### config.mk
export PLATFORM = sky130hd
export DESIGN_NAME = spike_mac_scheduler_flat
export DESIGN_NICKNAME = d
export VERILOG_FILES = /design/src/rtl/spike_mac_scheduler_if.sv /design/src/rtl/spike_mac_scheduler.sv /design/src/flat_wrapper.sv
export SDC_FILE = /design/constraint.sdc
export NUM_CORES = 1
export LEC_CHECK = 0
export CAP_MARGIN = 20
export CORE_MARGIN = 10
export CORE_UTILIZATION = 60
export CTS_CLUSTER_SIZE = 40
export DETAILED_ROUTE_END_ITERATION = 8
export PLACE_DENSITY_LB_ADDON = 0.15
export SETUP_SLACK_MARGIN = 0.5
export SYNTH_ARGS = -nofsm -noshare
export SYNTH_HDL_FRONTEND = slang
export SYNTH_SLANG_ARGS = --single-unit
### constraint.sdc
create_clock -name clk -period 13.8 [get_ports clk]
set_input_delay 1.38 -clock clk [delete_from_list [all_inputs] [get_ports clk]]
set_output_delay 1.38 -clock clk [all_outputs]
set_load 0.005 [all_outputs]
### src/rtl/spike_mac_scheduler_if.sv
// spike_mac_scheduler_if: control, weight/input memory, noise and spike signals of the scheduler
interface spike_mac_scheduler_if #(
    parameter int N_NEURONS = 4,
    parameter int N_INPUTS  = 8,
    parameter int W_BITS    = 5,
    parameter int X_BITS    = 8,
    parameter int ACC_BITS  = 21,
    parameter int RAND_BITS = 20
);
    localparam int AW = (N_NEURONS * N_INPUTS > 1) ? $clog2(N_NEURONS * N_INPUTS) : 1;
    localparam int XW = (N_INPUTS > 1) ? $clog2(N_INPUTS) : 1;
    logic                        start;
    logic signed [ACC_BITS-1:0]  thr;
    logic        [4:0]           temp_shift;
    logic        [RAND_BITS-1:0] rand_in;
    logic        [AW-1:0]        w_addr;
    logic signed [W_BITS-1:0]    w_data;
    logic        [XW-1:0]        x_addr;
    logic signed [X_BITS-1:0]    x_data;
    logic                        busy;
    logic                        done;
    logic        [N_NEURONS-1:0] spikes;
    modport master (
        output start, thr, temp_shift, rand_in, w_data, x_data,
        input  w_addr, x_addr, busy, done, spikes
    );
    modport slave (
        input  start, thr, temp_shift, rand_in, w_data, x_data,
        output w_addr, x_addr, busy, done, spikes
    );
endinterface

### src/rtl/spike_mac_scheduler.sv
// spike_mac_scheduler: time-shares one signed MAC over all neurons and makes a noisy threshold fire decision per neuron
module spike_mac_scheduler #(
    parameter int N_NEURONS = 4,
    parameter int N_INPUTS  = 8,
    parameter int W_BITS    = 5,
    parameter int X_BITS    = 8,
    parameter int ACC_BITS  = 21,
    parameter int RAND_BITS = 20
) (
    input logic                   clk,
    input logic                   rst,
    spike_mac_scheduler_if.slave  bus
);
    localparam int AW = (N_NEURONS * N_INPUTS > 1) ? $clog2(N_NEURONS * N_INPUTS) : 1;
    localparam int XW = (N_INPUTS > 1) ? $clog2(N_INPUTS) : 1;
    localparam int NB = (N_NEURONS > 1) ? $clog2(N_NEURONS) : 1;
    localparam int PW = W_BITS + X_BITS;
    localparam int EW = ACC_BITS + 2;

    typedef enum logic [2:0] {IDLE, FETCH, DRAIN, FIRE, DONE} state_t;

    state_t                      state, state_n;
    logic        [NB-1:0]        n;
    logic        [XW-1:0]        i;
    logic signed [ACC_BITS-1:0]  acc;
    logic signed [ACC_BITS-1:0]  thr_q;
    logic        [4:0]           sh_q;
    logic        [AW-1:0]        w_addr_q;
    logic        [XW-1:0]        x_addr_q;
    logic        [N_NEURONS-1:0] spikes_q;
    logic        [AW-1:0]        cur_w;
    logic signed [PW-1:0]        prod;
    logic        [RAND_BITS-1:0] noise;
    logic signed [EW-1:0]        acc_x, thr_x, noise_x;
    logic                        fire, last_i, last_n;

    assign cur_w      = AW'(n) * AW'(N_INPUTS) + AW'(i);
    assign prod       = bus.w_data * bus.x_data;
    assign last_i     = i == XW'(N_INPUTS - 1);
    assign last_n     = n == NB'(N_NEURONS - 1);
    assign bus.spikes = spikes_q;

    // state register; reset aborts any run in progress
    always_ff @(posedge clk) begin
        state <= rst ? IDLE : state_n;
    end

    // next state plus status and address outputs (addresses are live in FETCH, held otherwise)
    always_comb begin
        state_n    = state == IDLE  ? (bus.start ? FETCH : IDLE) :
                     state == FETCH ? (last_i ? DRAIN : FETCH) :
                     state == DRAIN ? FIRE :
                     state == FIRE  ? (last_n ? DONE : FETCH) : IDLE;
        bus.busy   = state inside {FETCH, DRAIN, FIRE};
        bus.done   = state == DONE;
        bus.w_addr = state == FETCH ? cur_w : w_addr_q;
        bus.x_addr = state == FETCH ? i : x_addr_q;
    end

    // fire decision: acc against threshold plus attenuated noise, widened so the sum cannot wrap
    always_comb begin
        noise   = sh_q >= 5'(RAND_BITS) ? '0 : bus.rand_in >> sh_q;
        acc_x   = EW'(acc);
        thr_x   = EW'(thr_q);
        noise_x = EW'(noise);
        fire    = acc_x > thr_x + noise_x;
    end

    // counters, accumulator, held addresses and the spike vector
    always_ff @(posedge clk) begin
        if (rst) begin
            n        <= '0;
            i        <= '0;
            acc      <= '0;
            thr_q    <= '0;
            sh_q     <= '0;
            w_addr_q <= '0;
            x_addr_q <= '0;
            spikes_q <= '0;
        end else begin
            case (state)
                IDLE: if (bus.start) begin
                    thr_q    <= bus.thr;
                    sh_q     <= bus.temp_shift;
                    spikes_q <= '0;
                    n        <= '0;
                    i        <= '0;
                end
                FETCH: begin
                    w_addr_q <= cur_w;
                    x_addr_q <= i;
                    i        <= i + 1'b1;
                    acc      <= (i == '0) ? '0 : acc + ACC_BITS'(prod);
                end
                DRAIN: acc <= acc + ACC_BITS'(prod);
                FIRE: begin
                    spikes_q[n] <= fire;
                    n           <= n + 1'b1;
                    i           <= '0;
                end
                default: ;
            endcase
        end
    end
endmodule

### src/flat_wrapper.sv
// flat-port wrapper written by rule: the top's interface ports become plain ports
module spike_mac_scheduler_flat 
#(
    parameter int N_NEURONS = 4,
    parameter int N_INPUTS  = 8,
    parameter int W_BITS    = 5,
    parameter int X_BITS    = 8,
    parameter int ACC_BITS  = 21,
    parameter int RAND_BITS = 20
)
  (clk, rst, bus_start, bus_thr, bus_temp_shift, bus_rand_in, bus_w_data, bus_x_data, bus_w_addr, bus_x_addr, bus_busy, bus_done, bus_spikes);
  spike_mac_scheduler_if #(.N_NEURONS(N_NEURONS), .N_INPUTS(N_INPUTS), .W_BITS(W_BITS), .X_BITS(X_BITS), .ACC_BITS(ACC_BITS), .RAND_BITS(RAND_BITS)) bus_i ();
  input logic clk;
  input logic rst;
  input wire logic [$bits(bus_i.start)-1:0] bus_start;
  input wire logic [$bits(bus_i.thr)-1:0] bus_thr;
  input wire logic [$bits(bus_i.temp_shift)-1:0] bus_temp_shift;
  input wire logic [$bits(bus_i.rand_in)-1:0] bus_rand_in;
  input wire logic [$bits(bus_i.w_data)-1:0] bus_w_data;
  input wire logic [$bits(bus_i.x_data)-1:0] bus_x_data;
  output wire logic [$bits(bus_i.w_addr)-1:0] bus_w_addr;
  output wire logic [$bits(bus_i.x_addr)-1:0] bus_x_addr;
  output wire logic [$bits(bus_i.busy)-1:0] bus_busy;
  output wire logic [$bits(bus_i.done)-1:0] bus_done;
  output wire logic [$bits(bus_i.spikes)-1:0] bus_spikes;
  assign bus_i.start = bus_start;
  assign bus_i.thr = bus_thr;
  assign bus_i.temp_shift = bus_temp_shift;
  assign bus_i.rand_in = bus_rand_in;
  assign bus_i.w_data = bus_w_data;
  assign bus_i.x_data = bus_x_data;
  assign bus_w_addr = bus_i.w_addr;
  assign bus_x_addr = bus_i.x_addr;
  assign bus_busy = bus_i.busy;
  assign bus_done = bus_i.done;
  assign bus_spikes = bus_i.spikes;
  spike_mac_scheduler #(.N_NEURONS(N_NEURONS), .N_INPUTS(N_INPUTS), .W_BITS(W_BITS), .X_BITS(X_BITS), .ACC_BITS(ACC_BITS), .RAND_BITS(RAND_BITS)) u_core (.clk(clk), .rst(rst), .bus(bus_i));
endmodule
== Word-level counts from Yosys, hierarchy flattened ==
Index checks and enable logic that the tools add are counted.

* Bits in registers: 67
* Bits of input ports: 62
* Output and inout bits: 14
* Word-level logic and storage cells: 59

* Add/subtract/negate cells: 6
* Multipliers: 1
* Magnitude comparators: 4
* Eq/ne operators: 7
* Shift operators: 1
* Muxes and demuxes: 21
* Reductions and logical operators: 10

{| class="wikitable"
|+ Operators with widths
! cell !! number
|-
| 21-bit case mux with 2 select lines || 1
|-
| 21-bit by 21-bit adder with 22-bit output || 1
|-
| 21-bit by 22-bit greater-than comparator with 1-bit output || 1
|-
| 21-bit by 13-bit adder with 21-bit output || 1
|-
| 21-bit adder || 1
|-
| 21-bit two-way mux || 1
|-
| 3-bit two-way mux || 7
|-
| 20-bit two-way mux || 1
|-
| 20-bit by 5-bit right shift with 20-bit output || 1
|-
| 5-bit by 8-bit multiplier with 13-bit output || 1
|-
| 3-bit case mux with 3 select lines || 1
|-
| 4-bit case mux with 2 select lines || 1
|-
| 3-bit by 2-bit equality test with 1-bit output, second input constant || 2
|-
| 3-bit equality test, second input constant || 2
|-
| 3-bit zero test || 2
|-
| 2-bit AND reduction || 3
|-
| 3-bit nonzero test || 2
|-
| 5-bit by 3-bit adder with 5-bit output || 1
|-
| 5-bit >= comparator, second input constant || 1
|-
| 5-bit two-way mux || 1
|-
| 4-bit bitwise mux || 1
|-
| 2-bit two-way mux || 2
|-
| 4-bit two-way mux || 1
|-
| 2-bit case mux with 2 select lines || 1
|-
| 11 further kinds || 13
|}

== Logic depth before layout (Yosys ltp) ==
* Depth in word-level cells: 6
* Depth in mapped cells: 24
* Depth with buffers taken out: 23

== Worst setup path before layout ==
No wires, ideal clock.

* Kind: in2reg
* From: input bus_w_data[4]
* To: register u_core.acc[18]
* Setup time: 0.132 ns
* Data arrival time: 6.196 ns
* Required time: 13.668 ns
* Setup slack: 7.472 ns
* Cell stages on the path: 21
* Buffers on the path: 0
* Path through: clkinv_1 -> nor2_1 -> fa_1 -> fa_1 -> inv_1 -> fa_1 -> inv_1 -> ha_1 -> o21ai_0 -> o21bai_1 -> o2111ai_1 -> and3_2 -> nor2_1 -> ha_1 -> and4_2 -> and2_2 -> a211oi_1 -> nand2_1 -> a21oi_1 -> a2bb2oi_1 -> o311ai_1

* Word-level cells in the longest chain between the ends: 4
* Elaborated cells between the ends (all ways): 5
* Those cells by class: add/sub: 2; mul: 1; mux: 2

{| class="wikitable"
|+ RTL lines
! item !! line !! text
|-
| start, declared || flat_wrapper.sv:19 || <nowiki>input wire logic [$bits(bus_i.w_data)-1:0] bus_w_data;</nowiki>
|-
| 5-bit by 8-bit multiplier with 13-bit output * || spike_mac_scheduler.sv:38 || <nowiki>assign prod = bus.w_data * bus.x_data;</nowiki>
|-
| 21-bit adder || spike_mac_scheduler.sv:93 || <nowiki>acc <= (i == '0) ? '0 : acc + ACC_BITS'(prod);</nowiki>
|-
| 21-bit two-way mux || spike_mac_scheduler.sv:93 ||
|-
| 21-bit case mux with 2 select lines * || spike_mac_scheduler.sv:81 || <nowiki>case (state)</nowiki>
|-
| end signal, assigned || spike_mac_scheduler.sv:93 ||
|-
| end signal, assigned || spike_mac_scheduler.sv:95 || <nowiki>DRAIN: acc <= acc + ACC_BITS'(prod);</nowiki>
|-
| end, declared || spike_mac_scheduler.sv:25 || <nowiki>logic signed [ACC_BITS-1:0] acc;</nowiki>
|}

Every way passes the cells marked *; elsewhere a longest branch is shown, timed or not.
A chain may end at the register's enable or synchronous reset.

== Final worst setup path ==
Ends and elaborated chain as after synthesis.

==> impl_metrics.ini <==
[routing]
drt_iter0_drc = 354
wl_per_cell_um = 14.9
routed_wl_um = 16500
drc = 0
viasPerCell = 5.76
vias = 6392
drt-pass1-iter-count = 5
antenna_left = 0

[timing]
worstMarginPinSlew_ns = 0.890
setup_violations = 0
tns_ns = 0
maxSlewHeadroom_pct = 40.6
fin_crit_ns = 7.09
skew_ns = 0.00597
min_period_over_period_pct = 51.4
rsz0062_at_grt = false
final_max_slew_viol_count = 0
hold_viol = 0
max_freq_mhz = 141

[synth]
yosys.cell_types.count = 79
yosysSeqAreaShare_pct = 18.3
netlist.area_leader.share_pct = 18.3
postSynthAreaPerCell_um2 = 8.13
yosys_most_used_dff = dfxtp_1
synth_top_area_cell = dfxtp_1
ys_seq_elements = 67
synth_fa_ha_area_share_pct = 23.1
synth-edff-count = 0
synth.area.top_cells = dfxtp_1, ha_1, fa_1
syn_inst = 899
synth_simple_gate_area_share_pct = 19.0
synth-xor-area-share_pct = 4.43
synthMuxAreaShare_pct = 6.61
synth_compound_area_share_pct = 22.8
netlist_area_um2 = 7310
synth_top_family_by_area = adder cells
syn-num-nets = 1079
synthArstFlopShare_pct = 0
synthTopCellsByCount = ha_1, nand2_1, a21oi_1
ys_warn_count = 0

[pwr]
power_density_nw_per_um2 = 117
finalPower_mw = 0.990
p_leak_nw = 3.70
ir_worst_vdd_mv = 0.0783

[clocking]
cts.path.max_buffers = 2
hold_buffers = 0
clk_pin_slew_ns = 0.06
numCtsBuffers = 9
cts_max_level = 3
cts_setup_buffers = 0
clkSinkCount = 67
cts_resized = 0
clock_latency_ns = 0.35
cts_root_buffer = clkbuf_16
cts_tree = built

[die]
die_w_um = 130
core_area_um2 = 12000
io_pins = 76
initial_utilization_pct = 61.1
rows = 40
fp.dieH_um = 130
dieArea_um2 = 17000

[critical_path]
worstSetupEndpointType = flip-flop
worstPathMaxFanout = 8
worstPathRequired_ns = 14.02
cp.arrival_ns = 7.31
crit_type = primary input to flip-flop
critPathLaunchType = primary input

[placed_design]
io_buffers = 75
gp_congestion = 0.868
dp_hpwl_um = 13000

[finish]
nFillCells = 987
num_antenna_cells = 0
nets = 1138
drive_gt1_share_pct = 6.85
syn_to_final_growth_pct = 15.9

[grt]
antenna_found_initial = 0
grt_max_degree = 55
overflow = 0
grt_pass1_vias = 6091
grt_pass1_wl_um = 27800
grt_usage_pct = 19.6

[job]
cap_violations = 0

[min_path]
hold_path_class = flip-flop to flip-flop

[outcome]
status = complete, no violations
[metrics by stage]
stage          std cells  area, um^2  worst slack (ns)  utilization [%]  hold WS, ns
2_1_floorplan        899        7310              7.47                -        0.441
3_3_place_gp        1092        8120              6.55             67.9        0.447
3_5_place_dp        1092        8120              6.40             67.9        0.454
4_1_cts             1108        8430              6.76             70.5        0.462
5_1_grt             1110        8470              6.31             70.8        0.473
6_report            1110        8470              6.71             70.8        0.459
[cells by family after synthesis]
logic type | count (synthesis)
muxes | 38
and+or+nand+nor | 284
buffers and inverters | 106
adders and majority gates | 118
DFF | 67
AOI/OAI and AO/OA | 249
xor gates and xnor gates | 37
[critical path: stages]
cell and delay (ns):
clkdlybuf4s50_1 0.48, clkinv_1 0.21, nor2_1 0.22, fa_1 0.44
fa_1 0.54, inv_1 0.05, fa_1 0.52, inv_1 0.04
ha_1 0.33, o21ai_0 0.18, o21bai_1 0.11, o2111ai_1 0.28
a21oi_1 0.16, nor2_1 0.49, ha_1 0.42, and4_2 0.30
and2_2 0.19, a211oi_1 0.27, nand2_1 0.11, a21oi_1 0.30
a2bb2oi_1 0.19, o311ai_1 0.09
[report_power, final]
part / switching (mW) / leakage, nW / internal [mW]
clock network: 0.0932 / 0.150 / 0.147
registers: 0.0156 / 0.545 / 0.205
logic: 0.295 / 3.00 / 0.235
total: 0.404 / 3.70 / 0.586
[state kept, by name, indices dropped and copies added, names as in the netlist]
signal and flops:
u_core.i 3, u_core.n 2, u_core.x_addr_q 3, u_core.bus.spikes 4
u_core.w_addr_q 5, u_core.sh_q 5, u_core.state 3, u_core.acc 21
u_core.thr_q 21
[layout make-up]
type                            instances  area [um^2]  area share, %
Clock inverter                          6         72.6          0.857
Inverter                               75          282           3.32
Timing Repair Buffer                   79          803           9.48
Clock buffer                           10          239           2.82
Multi-Input combinational cell        726         5550           65.5
Tap cell                              147          184           2.17
Sequential cell                        67         1340           15.8
[final timing paths]
check	to	start	slack (ns)	depth (start not counted)
setup / recovery	u_core.acc[18]	bus_w_data[4]	6.71	22
hold / removal	u_core.sh_q[1]	u_core.sh_q[1]	0.46	2
setup reg to reg	u_core.bus.spikes[1]	u_core.sh_q[0]	7.76	21
hold reg to reg	u_core.sh_q[1]	u_core.sh_q[1]	0.46	2
[metal layers]
metal / track usage, % / vias up / routed length [um]
met1: 24.8 / 2932 / 7540
met5: 0 / - / 0
li1: - / 3301 / -
met2: 32.3 / 136 / 7890
met3: 4.96 / 23 / 809
met4: 5.89 / 0 / 277
[placed cells by master, fill, tap and decap left out, types with 3 or more instances in the layout]
master,n
mux4_2,7
o21bai_1,11
nor2b_1,18
nand2_1,90
a21o_1,22
mux2i_1,19
and3_1,5
a21oi_1,78
o21ai_0,39
xnor2_1,22
o22ai_1,5
nor2_1,66
fa_1,28
a211oi_1,19
a31oi_1,3
o21a_1,17
xor2_1,15
dfxtp_1,67
nor4_1,3
a22oi_1,9
inv_1,73
nand2b_1,11
o21ai_1,3
or3_1,4
clkbuf_16,9
mux2_2,12
nand4_1,3
ha_1,90
nand3_1,17
nor3_1,20
and2_1,29
o31ai_1,6
clkdlybuf4s50_1,74
No activity file was read; power rests on OpenSTA's default activity.
